## config.mk

```make
export PLATFORM = sky130hd
export DESIGN_NAME = btn_event_unit
export DESIGN_NICKNAME = d
export VERILOG_FILES = /design/src/rtl/btn_event_unit.sv
export SDC_FILE = /design/constraint.sdc
export NUM_CORES = 1
export LEC_CHECK = 0
export BUFFER_PORTS_ARGS = -buffer_cell sky130_fd_sc_hd__buf_2
export CORE_MARGIN = 1.5
export CORE_UTILIZATION = 40
export CTS_CLUSTER_SIZE = 10
export DETAILED_ROUTE_END_ITERATION = 8
export PLACE_DENSITY = 0.53
export SYNTH_ARGS = -nofsm -noshare
export SYNTH_HDL_FRONTEND = slang
export SYNTH_SLANG_ARGS = --single-unit
```

## constraint.sdc

```tcl
create_clock -name clk -period 2.7 [get_ports clk]
set_clock_uncertainty 0.1 [all_clocks]
set_input_delay 0.135 -clock clk [delete_from_list [all_inputs] [get_ports clk]]
set_output_delay 0.135 -clock clk [all_outputs]
set_load 0.1 [all_outputs]
```

## src/rtl/btn_event_unit.sv

```systemverilog
// Per-channel button front end: synchronize, debounce, then press/release/long/repeat pulses.
// Auto-repeat pulses exist only when BTN_AUTOREPEAT_EN is defined; otherwise repeat_pulse is 0.
module btn_event_unit #(
  parameter int unsigned N_BTN           = 5,
  parameter int unsigned DEBOUNCE_CYCLES = 800000,
  parameter int unsigned LONG_CYCLES     = 50000000,
  parameter int unsigned REPEAT_DELAY    = 25000000,
  parameter int unsigned REPEAT_PERIOD   = 5000000
) (
  input  logic             clk,
  input  logic             rst,
  input  logic [N_BTN-1:0] btn,
  output logic [N_BTN-1:0] btn_level,
  output logic [N_BTN-1:0] press_pulse,
  output logic [N_BTN-1:0] release_pulse,
  output logic [N_BTN-1:0] long_pulse,
  output logic [N_BTN-1:0] repeat_pulse
);

  localparam int unsigned DbW     = $clog2(DEBOUNCE_CYCLES + 1);
  localparam int unsigned HoldMax = (LONG_CYCLES > REPEAT_DELAY) ? LONG_CYCLES : REPEAT_DELAY;
  localparam int unsigned HoldW   = $clog2(HoldMax + 1);

  localparam logic [DbW-1:0]   DbLast  = DbW'(DEBOUNCE_CYCLES - 1);
  localparam logic [HoldW-1:0] HoldSat = HoldW'(HoldMax);
  localparam logic [HoldW-1:0] LongM1  = HoldW'(LONG_CYCLES - 1);

`ifdef BTN_AUTOREPEAT_EN
  localparam int unsigned RepMax = (REPEAT_DELAY > REPEAT_PERIOD) ? REPEAT_DELAY : REPEAT_PERIOD;
  localparam int unsigned RepW   = $clog2(RepMax + 1);
  localparam logic [RepW-1:0] RepDelayM1  = RepW'(REPEAT_DELAY - 1);
  localparam logic [RepW-1:0] RepPeriodM1 = RepW'(REPEAT_PERIOD - 1);
`endif

  typedef enum logic [1:0] {StIdle, StPressed, StLong} state_e;

  for (genvar i = 0; i < N_BTN; i++) begin : g_chan
    logic             r_sync1, r_sync2, r_level;
    logic             r_press, r_release, r_long;
    logic [DbW-1:0]   r_db_cnt;
    logic [HoldW-1:0] r_hold;
    state_e           r_state;
    logic             w_toggle, w_rise, w_fall;

    // Level flips on the DEBOUNCE_CYCLES-th consecutive mismatching edge.
    assign w_toggle = (r_sync2 != r_level) && (r_db_cnt == DbLast);
    assign w_rise   = w_toggle && !r_level;
    assign w_fall   = w_toggle && r_level;

    always_ff @(posedge clk) begin
      if (rst) begin
        r_sync1   <= 1'b0;
        r_sync2   <= 1'b0;
        r_level   <= 1'b0;
        r_db_cnt  <= '0;
        r_press   <= 1'b0;
        r_release <= 1'b0;
        r_long    <= 1'b0;
        r_hold    <= '0;
        r_state   <= StIdle;
      end else begin
        r_sync1 <= btn[i];
        r_sync2 <= r_sync1;
        if (r_sync2 == r_level) begin
          r_db_cnt <= '0;
        end else if (w_toggle) begin
          r_db_cnt <= '0;
          r_level  <= ~r_level;
        end else begin
          r_db_cnt <= r_db_cnt + 1'b1;
        end
        r_press   <= w_rise;
        r_release <= w_fall;
        r_long    <= 1'b0;
        unique case (r_state)
          StIdle: begin
            r_hold <= '0;
            if (w_rise) r_state <= StPressed;
          end
          StPressed, StLong: begin
            if (w_fall) begin
              r_state <= StIdle;
              r_hold  <= '0;
            end else begin
              if (r_state == StPressed && r_hold == LongM1) begin
                r_state <= StLong;
                r_long  <= 1'b1;
              end
              if (r_hold != HoldSat) r_hold <= r_hold + 1'b1;
            end
          end
          default: r_state <= StIdle;
        endcase
      end
    end

    assign btn_level[i]     = r_level;
    assign press_pulse[i]   = r_press;
    assign release_pulse[i] = r_release;
    assign long_pulse[i]    = r_long;

`ifdef BTN_AUTOREPEAT_EN
    logic [RepW-1:0] r_rep_cnt;
    logic            r_rep;

    // Counts down to the next repeat; reloaded with the delay on each press.
    always_ff @(posedge clk) begin
      if (rst) begin
        r_rep_cnt <= '0;
        r_rep     <= 1'b0;
      end else begin
        r_rep <= 1'b0;
        if (w_rise) begin
          r_rep_cnt <= RepDelayM1;
        end else if (r_level && !w_fall) begin
          if (r_rep_cnt == '0) begin
            r_rep     <= 1'b1;
            r_rep_cnt <= RepPeriodM1;
          end else begin
            r_rep_cnt <= r_rep_cnt - 1'b1;
          end
        end
      end
    end

    assign repeat_pulse[i] = r_rep;
`endif
  end

`ifndef BTN_AUTOREPEAT_EN
  assign repeat_pulse = '0;
`endif

endmodule

```

==> results.md, run 1 <==
Placed design:
- The setup slack after placement is -0.0109 ns.
- In this run the cell area measured after placement is 14000 um^2.
- At the end of routability-driven placement, the weighted congestion stood at 0.838.
- Detailed placement ended at an HPWL of 20.8 mm.
- The cell count after placement is 2064.
- The number of I/O port buffers is 26.

Detailed routing:
- In the detailed route, the total length drawn on met2 is 13.4 mm.
- The violation count after the first detailed-routing iteration is 671.
- After detailed routing, the met3 layer carries 1.23 mm of wire.
- The via total after detailed routing is 11.6k.
- The routed design has 30.8 mm of wire.
- Dividing the detail-routed wire length by the instance count gives 14.5 um.
- The pre-antenna-repair detailed-routing pass consisted of 5 iterations.
- The detailed router put a total of 15.5 mm of wire on met1.
- The highest routed metal layer is met4.
- The remaining antenna violation count after routing is 0.
- After detailed routing, the number of vias per cell comes to 5.45.
- The number of design rule violations left after detail routing is 0.

Timing:
- The final period utilization is 0.960.
- Setup violations remaining at the end of the flow were counted as 0.
- The final hold violation count is 0.
- The timing-limited maximum frequency is 386 MHz.
- The clock period could shrink to 2.59 ns.
- The final setup TNS is 0 ns.
- Setup repair after global routing left no endpoint under its margin.
- The actual slew at the worst max-slew pin is 0.861 ns.
- In this run the tightest slew margin relative to its limit is 0.426.
- The worst-case setup margin in the final layout is 0.109 ns.
- The number of max-slew violations in the final report is 0.

Yosys:
- After synthesis, the netlist uses 74 different library cells.
- The most common cell in the synthesized netlist is dfxtp_1.
- Among all flip-flop cells after synthesis, the most frequent one is dfxtp_1.
- The average cell area after synthesis is 8.17 um^2.
- The cell area that synthesis handed to floorplanning was 13300 um^2.
- Counting flops with an async set or reset pin after synthesis yields a share of 0.
- The library cell with the largest summed area after synthesis is dfxtp_1.
- For this run, the register share of the synthesized area comes to 0.406.
- The post-synthesis sequential element count is 270.
- During synthesis, Yosys emitted a total of 0 warnings.
- The fraction of synthesized cell area taken by the top area cell type is 0.406.
- Sorting the synthesized cells by how often they occur yields dfxtp_1 (270), nor2_1 (199), nand2_1 (151), nand3_1 (103), o21ai_0 (87).
- Sorting the synthesized cells by area gives the leading types as dfxtp_1 (41%), nor2_1 (5.6%), nand2_1 (4.3%).
- The number of synthesized flops with an enable pin is 0.
- The instance count of the mapped netlist is 1629.

Power and ir drop:
- The highest ir drop seen on vdd is 0.411 mV.
- The power per unit of standard cell area is 549 nW/um^2.
- The leakage power of the design is 5.08 nW.

Floorplan:
- For this configuration, the core starts out at a cell density of 0.408.
- The area of the die is 34400 um^2.
- In this run the count of I/O pins placed on the die edge is 32.
- The floorplan die height is 185 um.
- In this run the standard cell core region covers 32600 um^2.
- The initialized floorplan defines 66 standard-cell rows.
- The horizontal extent of the die is 185 um.

Global route:
- The number of antenna violations at the first check in global routing is 1.
- Entering global routing, the biggest net connects 36 pins.
- The number of global-route vias before repair came to 10.7k.
- The first global-routing pass estimated 53.1 mm of wire.
- In the global route stage, overall resource usage came out at 0.184.
- Summed over all layers, the global routing overflow is 0.

Worst hold path:
- The cell depth of the worst min-delay path is 3.
- The class of the tightest hold or removal check is in2reg.
- The source of the worst hold timing path is btn[0].

Clock tree:
- Clock-pin slew was measured on the worst setup and hold paths at 0.06 ns.
- The clock tree from TritonCTS is yes.
- Counting the buffers created by CTS gives 34.
- The clock reaches the later pin of the worst-skew pair after 0.50 ns.
- The count of clock tree sinks is 270.
- The maximum clock insertion buffer count is 3.
- The clock root buffer is clkbuf_16.
- The post-CTS setup buffer count is 0.
- The number of H-tree levels is 2.

Setup path:
- STA puts the critical path data arrival time at 2.89 ns.
- The largest individual stage delay along the critical path comes from the cell or4b_1.
- STA classifies the critical path startpoint as a flip-flop.
- The critical path depth is 6.
- The cell class contributing the biggest share of worst-path delay is simple AND/OR/NAND/NOR gates.
- The longest individual stage delay on the worst path is 0.53 ns.
- STA classifies the critical path endpoint as a flip-flop.
- STA puts the critical path data required time at 3.00 ns.
- The critical path starts at g_chan[2].r_db_cnt[8].
- Traced cell by cell, the critical path runs through or4b_1 > or4_4 > o21a_1 > a21o_4 > a21o_1 > a31o_2.
- The launch point of the worst reg-to-reg path is g_chan[2].r_db_cnt[8].
- The top fanout value on the critical path is 14.
- The category of the most critical setup path is reg2reg.
- The buffers plus inverters on the worst setup path is 0.
- The number of cells on the worst reg-to-reg path is 6.

Run status:
- The flow ran to the end, and the final reports show no timing, DRC or antenna violations.

Cells and area:
- The antenna diode count is 0.
- In the final layout, the share of cells above drive strength 1 is 0.0874.
- With fillers left out, the area of the finished cells amounts to 15100 um^2.
- From synthesis to final layout, the design area changed by 13.6%.
- The finished layout holds 2123 standard cells, fillers aside.
- The post-layout net count is 1703.

Flow run:
- Across the run, the number of max-cap violations was 0.
[worst paths after layout]
path                           end  slack [ns]
min reg2reg  g_chan[4].r_db_cnt[0]        0.35
min              g_chan[0].r_sync1        0.29
max           g_chan[2].r_hold[25]        0.11
max reg2reg   g_chan[2].r_hold[25]        0.11
[where the power goes]
part	switching [W]	internal (W)
registers	0.0000105	0.00400
clock network	0.00165	0.00252
logic	0.0000929	0.0000331
total	0.00176	0.00655
[what timing repair did]
action | in CTS | in global routing
endpoints found under the setup margin | 1 | 9
hold buffers | 8 | 0
hold endpoints to repair | 12 | 0
gates cloned | 0 | 0
resized for setup | 1 | 3
[flip-flops by register name, indices dropped and copies added (netlist names)]
register and count:
g_chan.r_sync2 5, g_chan.r_long 5, g_chan.r_sync1 5, g_chan.r_db_cnt 100, g_chan.r_level 5, g_chan.r_state 10
g_chan.r_release 5, g_chan.r_hold 130, g_chan.r_press 5
[area by class of cell]
type	count	area, um^2
fillers	3221	17500
multi-input cells	1223	7290
flip-flops and latches	270	5410
clock buffers	49	991
repair buffers	89	688
well taps	442	553
inverters	48	180
clock inverters	2	10.0
[cell families after synthesis]
logic type | count (synthesis) | synth area share
AOI/OAI and AO/OA | 314 | 0.151
buffers and inverters | 140 | 0.0484
other | 1 | 0.000282
and+or+nand+nor | 769 | 0.296
DFF | 270 | 0.406
adders and majority gates | 30 | 0.0282
muxes | 3 | 0.00226
xor gates and xnor gates | 102 | 0.0671
[metrics by stage]
stage	total power (W)	hold WS, ns	utilization
final	0.00830	0.288	0.463
after global routing	0.00864	0.285	0.463
after global placement	0.00421	0.246	0.430
after CTS	0.00845	0.264	0.463
after detailed placement	0.00421	0.254	0.430
after floorplan	0.00418	0.163	-
[worst min-delay path, delay by kind of cell]
family        cells  cell delay, ns
simple gates      1            0.10
buf+inv           2            0.60
[routing by layer]
metal / track usage / vias to the layer above
li1: - / 5916
met2: 0.285 / 194
met4: 0.0501 / 0
met1: 0.265 / 5407
met5: 0 / -
met3: 0.0258 / 46
[layout by cell type, fill, tap and decap left out, types with 7 or more instances in the layout]
master         instances
o41ai_1                7
dfxtp_1              270
and4_1                20
inv_1                 47
nand3_1              103
dlygate4sd3_1          8
o31ai_1               23
o211ai_1               7
nand4_1               53
and3_1                42
a21o_1                13
nor3_1                52
nand4b_1               9
a31oi_1               27
nor2b_1               18
or3_1                 19
or2_2                  7
buf_2                 25
a21oi_1               74
clkbuf_1              10
nand2_1              151
buf_4                 51
xnor2_1               48
or4_1                  8
clkbuf_16             37
o21ai_0               87
nand3b_1               7
o21a_1                 7
a311oi_1               8
xor2_1                54
ha_1                  30
nor4_1                27
nor4bb_1               8
and2_1                12
nor2_1               198
o32ai_1                7
nand2b_1               9
Note: power is estimated with default switching activity, not from simulation.
==> run 2, diff against run 1 <==
--- a/config.mk
+++ b/config.mk
@@ -5,12 +5,15 @@
 export SDC_FILE = /design/constraint.sdc
 export NUM_CORES = 1
 export LEC_CHECK = 0
+export ABC_AREA = 0
 export BUFFER_PORTS_ARGS = -buffer_cell sky130_fd_sc_hd__buf_2
+export CORE_ASPECT_RATIO = 1.2
 export CORE_MARGIN = 1.5
 export CORE_UTILIZATION = 40
 export CTS_CLUSTER_SIZE = 10
 export DETAILED_ROUTE_END_ITERATION = 8
 export PLACE_DENSITY = 0.53
+export SETUP_SLACK_MARGIN = 0.3
 export SYNTH_ARGS = -nofsm -noshare
 export SYNTH_HDL_FRONTEND = slang
 export SYNTH_SLANG_ARGS = --single-unit
==> run 2 against run 1 <==
Clock power fell by 3%. Critical endpoint unchanged. Worst setup slack better by 0.11 ns. Design area grew 2.8%. Flip-flop and latch count did not move. Critical path depth up 1. Die area hardly changed. Largest cell class unchanged. Combinational power down 4%. Largest power group unchanged.
==> results.md, run 2 (same netlist as run 1, synthesis figures left out) <==
Cells and area:
- The commonest non-fill, non-tap cell in the layout is dfxtp_1.
- The largest registers in the layout are g_chan.r_hold x130, g_chan.r_db_cnt x100, g_chan.r_state x10.
- The layout has 3315 filler cells.
- The non-filler instance count after layout is 2151.
- The antenna diode count is 0.
- The sequential cells in the finished layout cover a total of 5420 um^2.
- The signed area change from the synthesized netlist to the final layout is 16.8%.
- The total area of multi-input combinational cells is 7570 um^2.
- In the layout the commonest cells are dfxtp_1 (257), nor2_1 (196), nand2_1 (151).
- The fraction of layout cells with a size suffix above 1 is 0.132.
- The flip-flop count of the largest register after layout is 130.
- More flip-flops sit in one register than any other, and that register is g_chan.r_hold.
- The final layout contains 1722 nets.

Global route:
- For this run, the total global-route usage over all layers was measured as 0.182.
- For met3 alone, demand over resource in global routing was 0.0322.
- The number of global-route vias before repair is 11.0k.
- The total grt overflow is 0.
- The busiest layer in global routing is met2.
- The number of antenna violations at the first check in global routing was 0.
- The first-pass GRT wire length is 52.8 mm.
- The met1 routing resource usage after global routing is 0.232.
- The fraction of met2 tracks used by global routing is 0.314.
- Entering global routing, the biggest net connects 48 pins.

Timing:
- Setup repair after global routing could not meet its margin everywhere.
- Timing would allow up to 402 MHz.
- The actual slew at the worst max-slew pin is 0.811 ns.
- Setup total negative slack on the finished layout was measured at 0 ns.
- The worst-case headroom to the max-slew limit is 0.457.
- The final period utilization is 0.921.
- The worst slack on hold paths is 0.273 ns.
- The final hold violation count was 0.
- Setup violations remaining at the end of the flow were counted as 0.
- The worst path needs 2.49 ns of the cycle, external delays included.
- The number of max-slew violations in the final report was 0.

Placed design:
- At the end of routability-driven placement, the weighted congestion stood at 0.817.
- The cell count after placement is 2066.
- The half-perimeter wire length of the detailed placement result is 21.1 mm.
- The number of I/O port buffers is 26.

Detailed routing:
- The final wirelength is 31.5 mm.
- The routed length per instance is 14.6 um.
- After detailed routing, the number of vias per cell comes to 5.44.
- After detailed routing, the number of remaining DRC violations is 0.
- The detail route stage leaves a number of antenna-violating nets equal to 0.
- The via total after detailed routing is 11.7k.
- The violation count after the first detailed-routing iteration is 632.
- Before antenna repair, the detailed router went through 5 iterations.

Clock tree:
- The clock latency on the worst-skew pair is 0.51 ns.
- The H-tree was split into 2 levels.
- TritonCTS built the clock tree.
- CTS placed an instance of clkbuf_16 at the clock tree root.
- The maximum clock insertion buffer count is 3.
- The TritonCTS buffer count is 34.
- Clock-pin slew was measured on the worst setup and hold paths at 0.05 ns.
- The clock net in this run drives a total of 270 sinks.

Floorplan:
- The horizontal extent of the die is 169 um.
- The area of the die is 34400 um^2.
- The number of I/O pins is 32.
- The floorplan step defined a core boundary enclosing 33000 um^2.
- The count of standard-cell rows is 73.
- From bottom edge to top edge, the die measures 203 um.
- For this configuration, the core starts out at a cell density of 0.404.

Setup path:
- The top fanout value on the critical path is 7.
- The required time reported for the critical path endpoint is 3.00 ns.
- STA classifies the critical path endpoint as a flip-flop.
- The category of the most critical setup path is reg2reg.
- The start point of the critical path is g_chan[2].r_db_cnt[17].
- STA classifies the critical path startpoint as a flip-flop.
- The launch point of the worst reg-to-reg path is g_chan[2].r_db_cnt[17].
- The data arrival time of the critical path is 2.78 ns.

Power and ir drop:
- The power per unit of standard cell area is 527 nW/um^2.
- The highest ir drop seen on vdd is 0.449 mV.
- In this run the static leakage power is 5.20 nW.

Run status:
- The flow ran to the end, and the final reports show no timing, DRC or antenna violations.

Flow run:
- The number of maximum-capacitance violations is 0.

Worst hold path:
- The class of the tightest hold or removal check is in2reg.
- The source of the worst hold timing path is btn[0].
[run 2: changes by cell type in the layout (fill, tap and decap cells not counted), moves of 4 or more]
cell	change
dfxtp_1	-13
buf_6	+5
buf_4	+14
ha_1	-4
a21oi_2	+5
dfxtp_2	+12
o21ai_1	+5
o21ai_0	-8
a21oi_1	-7
and3_4	+4
[run 2: final timing paths]
| path | end | slack [ns] | cells past startpoint |
|---|---|---|---|
| min | g_chan[0].r_sync1 | 0.27 | 3 |
| min reg2reg | g_chan[1].r_db_cnt[0] | 0.34 | 1 |
| max reg2reg | g_chan[2].r_hold[25] | 0.21 | 7 |
| max | g_chan[2].r_hold[25] | 0.21 | 7 |
[run 2: critical path, cell delays in order, from the launching register on]
cell     delay, ns
dfxtp_2       0.32
or4bb_1       0.50
or4_4         0.54
o21a_4        0.24
a21o_1        0.21
buf_6         0.14
a21o_1        0.14
a31o_2        0.18
[run 2: power by group]
group / internal, W / leakage, nW / switching [W] / total (W)
Sequential: 0.00400 / 2.18 / 0.00000889 / 0.00401
Combinational: 0.0000295 / 2.55 / 0.0000913 / 0.000121
Clock: 0.00242 / 0.469 / 0.00165 / 0.00406
[run 2: stage by stage]
step	cell area, um^2	worst slack (ns)	utilization	power, W
finish	15500	0.215	0.471	0.00819
CTS	15100	0.228	0.458	0.00834
floorplan	13300	0.300	-	0.00418
detailed placement	14000	0.0518	0.423	0.00421
global placement	14000	0.0923	0.423	0.00421
global route	15500	0.143	0.471	0.00852
[run 2: final cells by class]
class                   instances  share of cell area
well taps                     450              0.0362
flip-flops and latches        270               0.349
multi-input cells            1225               0.488
repair buffers                106              0.0534
clock inverters                 2            0.000886
inverters                      48              0.0116
clock buffers                  50              0.0613
[run 2: routing by layer]
| layer | share of wire | routed length, um | vias up |
|---|---|---|---|
| li1 | - | - | 5956 |
| met1 | 0.47 | 14700 | 5586 |
| met2 | 0.48 | 15200 | 129 |
| met3 | 0.033 | 1050 | 36 |
| met4 | 0.016 | 518 | 0 |
| met5 | 0 | 0 | - |
[run 2: repair_timing]
item,4_1_cts,5_1_grt
gates cloned,2,1
gates resized for setup,19,71
buffers inserted,5,19
hold buffers,6,0
setup endpoints to repair,97,118
pin swaps,9,19
endpoints found under the hold margin,8,0
==> run 3, diff against run 2 <==
--- a/config.mk
+++ b/config.mk
@@ -10,7 +10,6 @@
 export CORE_ASPECT_RATIO = 1.2
 export CORE_MARGIN = 1.5
 export CORE_UTILIZATION = 40
-export CTS_CLUSTER_SIZE = 10
 export DETAILED_ROUTE_END_ITERATION = 8
 export PLACE_DENSITY = 0.53
 export SETUP_SLACK_MARGIN = 0.3
==> constraint.sdc (replaced) <==
create_clock -name clk -period 3 [get_ports clk]
set_clock_uncertainty 0.1 [all_clocks]
set_input_delay 0.15 -clock clk [delete_from_list [all_inputs] [get_ports clk]]
set_output_delay 0.15 -clock clk [all_outputs]
set_load 0.1 [all_outputs]
==> run 3 against run 2 <==
Core utilization down 1.6 points. Power down 7.1%. Design area down 3.4%. Routed wire length down 1.8%. Critical path depth down 1. Non-clock buffer count down 35. Critical path type unchanged. Largest cell class unchanged. Highest routed layer unchanged.
==> results.md, run 3 (same netlist as run 1, synthesis figures left out) <==
Timing:
- The number of max-slew violations in the final report is 0.
- The final hold violation count is 0.
- The timing-limited maximum frequency is 385 MHz.
- In the finished design, the share of the clock period the worst path needs comes to 0.866.
- Setup repair after global routing left no endpoint under its margin.
- In this run the tightest slew margin relative to its limit is 0.431.
- The shortest period the worst path allows is 2.60 ns.
- The final setup TNS is 0 ns.
- For the pin with the worst max-slew slack, the measured transition is 0.849 ns.
- The number of setup violations in the final report is 0.

Clock tree:
- CTS placed an instance of clkbuf_16 at the clock tree root.
- TritonCTS built the clock tree.
- At the later pin of the worst-skew pair, clock insertion delay measures 0.58 ns.
- The count of clock tree sinks is 270.
- CTS built an H-tree with a depth of 1.
- The clock transition at the registers of the reported paths is 0.06 ns.
- The longest clock path from root to sink contains 3 buffers.
- The TritonCTS buffer count is 31.

Global route:
- The first-pass GRT wire length is 52.9 mm.
- Entering global routing, the biggest net connects 32 pins.
- For this run, the total global-route usage over all layers was measured as 0.182.
- Global routing finished with a remaining overflow of 0.
- The number of antenna violations at the first check in global routing is 0.
- The number of global-route vias before repair is 10.9k.

Worst hold path:
- The path class of the tightest hold or removal check is in2reg.
- The cell depth of the worst min-delay path is 3.

Setup path:
- Data arrives at the worst endpoint at 2.97 ns.
- The setup path with the least slack is of type reg2reg.
- The signal on the critical path passes through or4b_1 > or4_4 > o21a_1 > a21oi_2 > o21ai_0 > a31o_1.
- The capturing element type of the critical path is a flip-flop.
- The startpoint kind of the worst setup timing path is a flip-flop.
- The cell type of the slowest stage on the worst timing path is or4b_1.
- The number of cells on the worst reg-to-reg path is 6.
- Counting buffers and inverters, the worst setup path is 6 cells deep.
- The critical path contains buffers and inverters numbering 0 combined.
- In this run the worst path has a maximum fanout of 7.
- The longest individual stage delay on the worst path is 0.53 ns.
- The required time reported for the critical path endpoint is 3.37 ns.
- The cell family contributing the most delay on the critical path is simple AND/OR/NAND/NOR gates.

Placed design:
- The instance area at placement is 13800 um^2.
- The final estimated routing congestion in global placement is 0.827.
- The half-perimeter wire length of the detailed placement result is 20.9 mm.
- In this run the tool buffered the top-level ports with 26 buffer cells.

Cells and area:
- The register with the most flip-flops in the final layout is g_chan.r_hold.
- The commonest non-fill, non-tap cell in the layout is dfxtp_1.
- In the final layout, the registers with the most flip-flops are g_chan.r_hold x130, g_chan.r_db_cnt x100, g_chan.r_state x10.
- In the final design database the tool counted 1682 nets.
- The signed area change from the synthesized netlist to the final layout is 12.9%.
- The antenna diode count is 0.
- In the layout the commonest cells are dfxtp_1 (270), nor2_1 (198), nand2_1 (151).
- The number of fill cells is 3268.
- Of the cells placed in the final design, the portion with a size suffix greater than 1 is 0.0834.
- The area of all placed cells without fillers is 15000 um^2.
- The flip-flop count of the largest register after layout is 130.

Detailed routing:
- The remaining antenna violation count after routing is 0.
- The first routing iteration left 558 violations.
- After detailed routing, the number of remaining DRC violations is 0.
- In the final routed layout, each cell accounts on average for 14.6 um.
- In the routed layout, each cell is associated on average with a via count of 5.43.
- Across all layers, the routed design uses 11.5k vias.
- The final layout contains routed wiring with a total length of 30.9 mm.
- The number of iterations in the first detailed-routing pass is 5.

Flow run:
- The tool flagged a number of max-cap violations equal to 0.

Floorplan:
- The initialized floorplan defines 73 standard-cell rows.
- The die is 203 um tall.
- 32 I/O pins were placed.
- In this run the standard cell core region covers 33000 um^2.
- The area of the die is 34400 um^2.
- For this configuration, the core starts out at a cell density of 0.404.
- The horizontal extent of the die is 169 um.

Power and ir drop:
- The worst-case IR drop observed on VDD is 0.440 mV.
- The leakage power of the design is 5.02 nW.
- The power per unit of standard cell area is 507 nW/um^2.

Run status:
- The run finished with clean final reports.
==> run 3: per-stage QoR <==
stage / util / setup WS [ns] / cells / hold WS [ns] / total power, W
after floorplan: - / 0.591 / 1633 / 0.178 / 0.00376
after global placement: 0.419 / 0.319 / 2053 / 0.275 / 0.00378
after detailed placement: 0.419 / 0.297 / 2053 / 0.271 / 0.00378
after CTS: 0.455 / 0.315 / 2116 / 0.215 / 0.00773
after global routing: 0.455 / 0.306 / 2116 / 0.247 / 0.00790
final: 0.455 / 0.401 / 2116 / 0.239 / 0.00761
==> run 3: tightest hold or removal path, delay by kind of cell <==
kind,cells,cell delay [ns]
simple gates,1,0.10
buf+inv,2,0.61
==> run 3: path summary, 6_finish.rpt <==
check / startpoint / end / slack (ns)
setup / recovery: g_chan[2].r_db_cnt[8] / g_chan[2].r_hold[2] / 0.40
hold / removal: btn[0] / g_chan[0].r_sync1 / 0.24
setup reg to reg: g_chan[2].r_db_cnt[8] / g_chan[2].r_hold[2] / 0.40
hold reg to reg: g_chan[0].r_sync1 / g_chan[0].r_sync2 / 0.34
==> run 3: what timing repair did <==
action / in CTS / in global routing
hold buffers: 9 / 0
resized for setup: 1 / 4
endpoints found under the hold margin: 20 / 0
endpoints found under the setup margin: 2 / 17
pin swaps: 0 / 1
setup buffers: 0 / 0
==> run 3: layout make-up <==
| class | count | area [um^2] | area share |
|---|---|---|---|
| clock inverters | 12 | 153 | 0.0102 |
| repair buffers | 71 | 493 | 0.0328 |
| multi-input cells | 1223 | 7300 | 0.486 |
| inverters | 48 | 180 | 0.0120 |
| clock buffers | 42 | 917 | 0.0611 |
| flip-flops and latches | 270 | 5410 | 0.360 |
| well taps | 450 | 563 | 0.0375 |
==> run 3: per-layer routing <==
metal	track usage	wire, um
met2	0.319	14800
met3	0.0248	1110
met1	0.232	14500
met4	0.0547	582
met5	0	0
==> run 3: where the power goes <==
part / internal [W] / switching [W] / total (W)
clock: 0.00238 / 0.00152 / 0.00390
sequential: 0.00360 / 0.00000805 / 0.00361
combinational: 0.0000267 / 0.0000820 / 0.000109
total: 0.00600 / 0.00161 / 0.00761
